[src/rtl/pwm_wb_sequencer.sv]
// Table-driven PWM duty sequencer: a Wishbone write master that streams duty/hold entries to PWM channel registers.
// One write in flight at a time, each held until i_wb_ack; PWMSEQ_ACK_TIMEOUT_EN adds an ACK_TIMEOUT abort.
module pwm_wb_sequencer #(
  parameter int          DEPTH       = 8,
  parameter logic [15:0] CTRL_INIT   = 16'h0016,
  parameter int          ACK_TIMEOUT = 15
) (
  input  logic        i_clk,
  input  logic        i_rst,
  input  logic        i_ld_we,
  input  logic [3:0]  i_ld_idx,
  input  logic [1:0]  i_ld_ch,
  input  logic [15:0] i_ld_dc,
  input  logic [15:0] i_ld_hold,
  input  logic [4:0]  i_len,
  input  logic        i_loop,
  input  logic        i_start,
  input  logic        i_stop,
  output logic        o_wb_cyc,
  output logic        o_wb_stb,
  output logic        o_wb_we,
  output logic [15:0] o_wb_adr,
  output logic [15:0] o_wb_data,
  input  logic        i_wb_ack,
  output logic        o_busy,
  output logic        o_done,
  output logic        o_err,
  output logic [3:0]  o_idx
);

  typedef enum logic [2:0] {IDLE, INIT_WR, STEP_WR, HOLD, STOP_WR} state_t;

  state_t      state;
  logic [1:0]  tbl_ch   [16];
  logic [15:0] tbl_dc   [16];
  logic [15:0] tbl_hold [16];
  logic [4:0]  len_q;
  logic        loop_q;
  logic [15:0] hold_cnt;
  logic        stop_pend;
  logic        stop_now;
  logic [4:0]  len_clamp;
  logic [4:0]  idx_next;
  logic [15:0] step_adr;

`ifdef PWMSEQ_ACK_TIMEOUT_EN
  logic [15:0] wt_cnt;
`else
  logic unused_timeout;
  assign unused_timeout = ^ACK_TIMEOUT;
`endif

  assign o_busy    = (state != IDLE);
  assign stop_now  = stop_pend | i_stop;
  assign len_clamp = (i_len > 5'(DEPTH)) ? 5'(DEPTH) : i_len;
  assign idx_next  = {1'b0, o_idx} + 5'd1;
  assign step_adr  = 16'd6 + {12'd0, tbl_ch[o_idx], 2'b00};

  // Table storage is deliberately outside the reset domain so a reset keeps the loaded sequence.
  always_ff @(posedge i_clk) begin
    if (i_ld_we && state == IDLE && int'({28'd0, i_ld_idx}) < DEPTH) begin
      tbl_ch[i_ld_idx]   <= i_ld_ch;
      tbl_dc[i_ld_idx]   <= i_ld_dc;
      tbl_hold[i_ld_idx] <= i_ld_hold;
    end
  end

  always_ff @(posedge i_clk) begin
    if (i_rst) begin
      state     <= IDLE;
      o_wb_cyc  <= 1'b0;
      o_wb_stb  <= 1'b0;
      o_wb_we   <= 1'b0;
      o_wb_adr  <= 16'd0;
      o_wb_data <= 16'd0;
      o_done    <= 1'b0;
      o_err     <= 1'b0;
      o_idx     <= 4'd0;
      hold_cnt  <= 16'd0;
      stop_pend <= 1'b0;
      len_q     <= 5'd0;
      loop_q    <= 1'b0;
`ifdef PWMSEQ_ACK_TIMEOUT_EN
      wt_cnt    <= 16'd0;
`endif
    end else begin
      o_done <= 1'b0;
      o_err  <= 1'b0;
      if (i_stop && state != IDLE) stop_pend <= 1'b1;

      case (state)
        IDLE: begin
          if (i_start && !i_stop) begin
            if (i_len == 5'd0) begin
              o_err <= 1'b1;
            end else begin
              len_q  <= len_clamp;
              loop_q <= i_loop;
              o_idx  <= 4'd0;
              state  <= INIT_WR;
            end
          end
        end

        // Each write state enters with strobes low, which guarantees the idle cycle between transactions.
        INIT_WR, STEP_WR, STOP_WR: begin
          if (!o_wb_cyc) begin
            o_wb_cyc <= 1'b1;
            o_wb_stb <= 1'b1;
            o_wb_we  <= 1'b1;
`ifdef PWMSEQ_ACK_TIMEOUT_EN
            wt_cnt   <= 16'd0;
`endif
            case (state)
              INIT_WR: begin
                o_wb_adr  <= 16'd0;
                o_wb_data <= CTRL_INIT;
              end
              STEP_WR: begin
                o_wb_adr  <= step_adr;
                o_wb_data <= tbl_dc[o_idx];
              end
              default: begin
                o_wb_adr  <= 16'd0;
                o_wb_data <= 16'd0;
              end
            endcase
          end else if (i_wb_ack) begin
            o_wb_cyc <= 1'b0;
            o_wb_stb <= 1'b0;
            o_wb_we  <= 1'b0;
            if (state == STOP_WR) begin
              o_done    <= 1'b1;
              stop_pend <= 1'b0;
              state     <= IDLE;
            end else if (stop_now) begin
              state <= STOP_WR;
            end else if (state == INIT_WR) begin
              state <= STEP_WR;
            end else begin
              hold_cnt <= tbl_hold[o_idx];
              state    <= HOLD;
            end
          end
`ifdef PWMSEQ_ACK_TIMEOUT_EN
          else if (wt_cnt == 16'(ACK_TIMEOUT - 1)) begin
            o_wb_cyc  <= 1'b0;
            o_wb_stb  <= 1'b0;
            o_wb_we   <= 1'b0;
            o_err     <= 1'b1;
            stop_pend <= 1'b0;
            state     <= IDLE;
          end else begin
            wt_cnt <= wt_cnt + 16'd1;
          end
`endif
        end

        // A hold of 0 or 1 both spend exactly one cycle here.
        HOLD: begin
          if (stop_now) begin
            state <= STOP_WR;
          end else if (hold_cnt <= 16'd1) begin
            hold_cnt <= 16'd0;
            if (idx_next < len_q) begin
              o_idx <= o_idx + 4'd1;
              state <= STEP_WR;
            end else if (loop_q) begin
              o_idx <= 4'd0;
              state <= STEP_WR;
            end else begin
              o_done <= 1'b1;
              state  <= IDLE;
            end
          end else begin
            hold_cnt <= hold_cnt - 16'd1;
          end
        end

        default: state <= IDLE;
      endcase
    end
  end

endmodule

[config.mk]
export PLATFORM = sky130hd
export DESIGN_NAME = pwm_wb_sequencer
export DESIGN_NICKNAME = d
export VERILOG_FILES = /design/src/rtl/pwm_wb_sequencer.sv
export SDC_FILE = /design/constraint.sdc
export NUM_CORES = 1
export LEC_CHECK = 0
export ABC_AREA = 1
export BUFFER_PORTS_ARGS = -buffer_cell sky130_fd_sc_hd__buf_2
export CAP_MARGIN = 20
export CORE_MARGIN = 2
export CORE_UTILIZATION = 26
export DETAILED_ROUTE_END_ITERATION = 6
export SYNTH_ARGS = -nofsm -noshare
export SYNTH_HDL_FRONTEND = slang
export SYNTH_SLANG_ARGS = --single-unit
[constraint.sdc]
create_clock -name i_clk -period 5.8 [get_ports i_clk]
set_input_delay 0 -clock i_clk [delete_from_list [all_inputs] [get_ports i_clk]]
set_output_delay 0 -clock i_clk [all_outputs]
set_load 0.02 [all_outputs]
[Word-level counts from Yosys, hierarchy flattened]
Memories as Yosys holds them, arrays and structs flattened. A register that Yosys moved wholly into a read port is not among the register bits.
Index checks and enable logic that the tools add are counted.
Storage, ports and cells
  register bits: 66
  RAM bits: 544
  output and inout bits: 42
  logic and storage cells: 118
  memories: 3
Memory list
  tbl_dc: words 16, bits a word 16, read ports 1, clocked after Yosys merged registers in 1, write ports 1, RTL line 35  | logic [15:0] tbl_dc [16];
  tbl_hold: words 16, bits a word 16, read ports 1, clocked after Yosys merged registers in 1, write ports 1, RTL line 36  | logic [15:0] tbl_hold [16];
  tbl_ch: words 16, bits a word 2, read ports 1, clocked after Yosys merged registers in 1, write ports 1, RTL line 34  | logic [1:0] tbl_ch [16];
Operators by class
  $add $sub $neg: 4
  order comparisons: 4
  equality and inequality tests: 16
  muxes and demuxes: 56
  bitwise operators: 5
  reductions and logical operators: 18
Operators with widths (number)
  16-bit two-way mux: 7
  16-bit case mux with 2 select lines: 2
  4-bit two-way mux: 12
  3-bit two-way mux: 8
  1-bit two-way mux: 20
  16-bit by 1-bit <= comparator with 1-bit output (second input constant): 1
  2-bit inequality test (second input constant): 8
  16-bit by 1-bit subtractor with 16-bit output (second input constant): 1
  5-bit two-way mux: 2
  3-bit case mux with 3 select lines: 1
  4-bit case mux with 2 select lines: 1
  7-bit AND reduction: 1
  3-bit by 2-bit equality test with 1-bit output (second input constant): 2
  3-bit inequality test (second input constant): 2
  6-bit AND reduction: 1
  3-bit OR reduction: 2
  3-bit by 4-bit adder with 5-bit output (first input constant): 1
  4-bit by 1-bit adder with 5-bit output (second input constant): 1
  5-bit by 4-bit greater-than comparator with 1-bit output (second input constant): 1
  5-bit logical NOT: 1
  5-bit < comparator: 1
  5-bit AND reduction: 1
  4-bit by 1-bit adder with 4-bit output (second input constant): 1
  1-bit logical AND: 4
  other kinds (14): 21

[Logic depth before layout (Yosys ltp)]
  word-level depth: 8
  mapped depth: 14

[Worst setup path before layout]
OpenSTA, ideal clock, no wires.
  kind: register -> register
  start point: reg state[0]
  end point: mem tbl_ch[1][0] (enable)
  arrival time: 3487 ps
  slack: 1845 ps
  stages on the path, launching flop included: 6
  path buffers: 0
  period minus slack after synthesis: 3955 ps
  cell sequence: dfxtp_1 > nor2_2 > nand2_1 > nor3b_1 > nand2_1 > nor3_1
Between the ends
  word-level cells in the longest chain between the ends: 5
Ends and longest elaborated chain
  from (decl): RTL line 33  | state_t state;
  from (signal assigned): RTL line 70  | state <= IDLE;
  from (signal assigned): RTL line 100  | state <= INIT_WR;
  from (signal assigned): RTL line 135  | state <= IDLE;
  3-bit logical NOT: RTL line 61  | if (i_ld_we && state == IDLE && int'({28'd0, i_ld_idx}) < DEPTH) begin
  1-bit logical AND (2 in series): RTL line 61
  1-bit two-way mux: RTL line 61
  1-bit two-way mux (implied by the code): RTL line 62  | tbl_ch[i_ld_idx] <= i_ld_ch;
  to (decl): RTL line 34
Every way passes these cells.

==> metrics <==
status complete, no violations; peak supply drop 0.254 mV; Starting Density 26.2%; RSZ-0062 raised after global routing false; HP Class in -> reg; post-synthesis simple-gate area fraction 16.4%; H-Tree Depth 2; Synth Flop Type edfxtp_1; Final Skew 0.0230 ns; ratio of cells with drive above 1 in the final layout under 10%; vias post-DR 16.4k; worst reg2reg endpoint hold_cnt[9]; clk sinks 602; EDFF count, synth 544; total negative slack 0 ns; via/cell ratio 4.22; Final Critical Period 3.25 ns; Fillers 9641; CP Buf/Inv Count 2; Async SR Flop Fraction 0%; antenna violations before repair 10; pwr dens between 300 and 400 nW/um^2; Worst-path clk slew 0.06 ns; CP delay by family, top buffers and inverters; flop2flop setup slack 2.55 ns; Worst-Margin Slew 1.09 ns; CP Capture Type flop; final hold violations 0; clock share of power 36.1%; cells after synthesis around 2.2k; Cell variety after synth 40; Die Y 313 um; relative slew slack between 20% and 30%; pre-CTS WS 2.50 ns; detailed-route wire length 55600 um; CP Launch Type flop; largest net degree at the start of global routing 211; CTS max path bufs 3; Largest stage delay, worst path 0.80 ns; root buffer cell clkbuf_16; crit path cell chain buf_12, buf_4, nor2_1, nor2_1, o21ai_0, nand3_1, nand3_1, nand2_1, nand2_1, a21oi_1; synthesized flop and latch total ~600; synthesized-area fraction occupied by adder cells 0.403%; worst setup margin 2.55 ns; final setup violation count 0; critical path fanouts, max 210; Compound-Gate Fraction of Synth Area 7.63%; CTS tree built; Port Buf Inserts 79; Synth top area share around 66%; Clock Latency Late Sink 0.62 ns; cts bufs inserted 57; GP Congestion 0.755; WP data required 6.34 ns; antenna-violating nets left 0; Hold Path Depth 5; total power around 11 mW; chip width 313 um; finished layout cell area a little under 30000 sq um; Setup Fix Bufs, Post-CTS 0; # IOs 92; static leakage between 10 and 15 nW; hpwl dp 30200 um; Worst Reg-to-Reg Cells 10; mux contribution to synthesized area 0%; post-DR wirelength/cell 14.3 um; Max Cap Viol 0; core area 94900 sq um; xor/xnor share of the synthesized area 0.282%; GRT Util Overall 11.2%; first-pass GRT wire length around 87000 um; largest family of logic cells by synthesized area simple AND/OR/NAND/NOR gates; Final Cycle Share 56.0%; Post-route DRC 0; Mean Syn Cell Area 11.2 sq um; Max Freq 0.308 GHz; Mapped Area 24800 sq um; sw frac approximately 27%; Die ar. 98000 sq um; Worst EP arrival about 3.8 ns; router iterations before antenna repair 5; final net count between 2k and 3k; synth-to-layout area growth 20.2%; P_int 7.81 mW; power share of the combinational group 16.2%; synth top area cells edfxtp_1 (66%), nor2_1 (7.0%), dfxtp_1 (4.7%), o21ai_0 (4.5%), nand2_1 (4.4%); Synth area leader edfxtp_1; Area after DPL 27400 sq um; Yosys warning count 0; post-synthesis sequential area ratio between 70 and 80%; Psw 2.96 mW; Max stage delay cell, worst path buf_4; Critical Path End hold_cnt[9]; Setup CP Type reg -> reg; Site Rows 113; vias in the first global route 15.5k; Seq pwr share a little under half; stages on the worst setup path 10; drt first-iter violations 1252; GR Overflow Total 0; Final Max Slew Viols 0
## synth_stat cells (2+ instances only)
master and count:
xnor2_1 2, o21ai_0 222, a21oi_1 51, edfxtp_1 544, nand3_1 206, nor3_1 9
buf_1 10, nor2_1 464, o22ai_1 2, nand3_2 4, dfxtp_1 58, o211ai_1 55
inv_1 114, buf_2 55, buf_4 27, nor2_2 6, o21ai_1 3, inv_2 3
ha_1 8, xor2_1 6, nand2_1 291, buf_6 4, o21bai_1 2, o221ai_1 2
nand3b_1 6, clkbuf_1 38, nand2_2 2, nand4_1 2
## logic make-up (layout without fill, tap and decap cells)
family | count (synthesis) | count (layout)
compound gates | 343 | 343
simple gates | 991 | 991
fa+ha+maj | 8 | 8
flops | 602 | 602
other cells | 1 | 285
buf+inv | 255 | 374
xor+xnor | 8 | 8
## registers in the layout, summed over array words and instances, names as in the netlist, 3 cells and up, named ones only
register	count
o_wb_adr	4
o_idx	4
tbl_dc	256
o_wb_data	16
tbl_hold	256
state	3
hold_cnt	16
len_q	5
tbl_ch	32
## metal layers
metal | GRT usage [%] | part of all wire, % | wire length [um]
met5 | 0 | 0.20 | 110
met4 | 2.83 | 1.8 | 988
met3 | 1.93 | 5.2 | 2900
met2 | 18.6 | 47 | 26000
met1 | 15.1 | 46 | 25600
## area by class of cell
| class | instances | area, sq um | share of cell area (%) |
|---|---|---|---|
| diodes | 1 | 2.50 | 0.00839 |
| inverters | 119 | 459 | 1.54 |
| flip-flops and latches | 602 | 17500 | 58.7 |
| well taps | 1265 | 1580 | 5.30 |
| clock buffers | 68 | 1500 | 5.02 |
| clock inverters | 36 | 460 | 1.54 |
| repair buffers | 151 | 1080 | 3.61 |
| multi-input cells | 1634 | 7250 | 24.3 |
## stage by stage
stage / utilization, % / std cells / hold WS, ns
6_report: 31.4 / 3876 / 0.126
5_1_grt: 31.4 / 3876 / 0.168
4_1_cts: 31.4 / 3875 / 0.0885
3_5_place_dp: 28.8 / 3719 / 0.268
3_3_place_gp: 28.8 / 3719 / 0.270
2_1_floorplan: - / 2491 / 0.0989
## worst register-to-register path, cell delays in order, from the launching register on
cell	delay [ns]
dfxtp_4	0.69
buf_12	0.60
buf_4	0.97
nor2_1	0.19
nor2_1	0.11
o21ai_0	0.09
nand3_1	0.12
nand3_1	0.10
nand2_1	0.13
nand2_1	0.06
a21oi_1	0.13
## cells in the final DEF (no fill, tap or decap), types with 3 or more instances in the layout
| cell type | instances |
|---|---|
| nor2_4 | 4 |
| clkbuf_8 | 3 |
| clkinvlp_4 | 3 |
| o21ai_1 | 3 |
| clkinv_2 | 11 |
| dfxtp_1 | 54 |
| nand3_1 | 206 |
| clkbuf_16 | 57 |
| o211ai_1 | 55 |
| buf_4 | 19 |
| inv_1 | 113 |
| dlygate4sd3_1 | 52 |
| xor2_1 | 6 |
| nor3_2 | 4 |
| nand3b_1 | 6 |
| inv_2 | 3 |
| bufinv_16 | 10 |
| edfxtp_1 | 544 |
| ha_1 | 8 |
| nor2_2 | 6 |
| clkbuf_1 | 8 |
| nand2_1 | 291 |
| clkinv_1 | 10 |
| buf_2 | 79 |
| conb_1 | 284 |
| nand3_2 | 4 |
| nor2_1 | 460 |
| nor3_1 | 5 |
| o21ai_0 | 222 |
| a21oi_1 | 51 |
| dfxtp_4 | 3 |
## power groups by stage
stage	clock (mW)	sequential [mW]	combinational, mW
finish	3.88	5.14	1.75
global route	4.14	5.17	1.99
CTS	3.99	5.14	1.76
detailed placement	0	5.23	1.72
global placement	0	5.23	1.70
floorplan	0	5.20	1.26
## worst min-delay path by stage
stage	to	start
finish	loop_q	i_start
global route	len_q[3]	i_start
CTS	loop_q	i_start
detailed placement	len_q[0]	i_len[0]
global placement	len_q[1]	i_len[1]
floorplan	tbl_ch[0][0]	i_ld_ch[0]
## what timing repair did
action	CTS	global route
gates resized for setup	0	0
hold buffers	52	0
endpoints found under the hold margin	587	0
No activity file was read; power rests on OpenSTA's default activity.
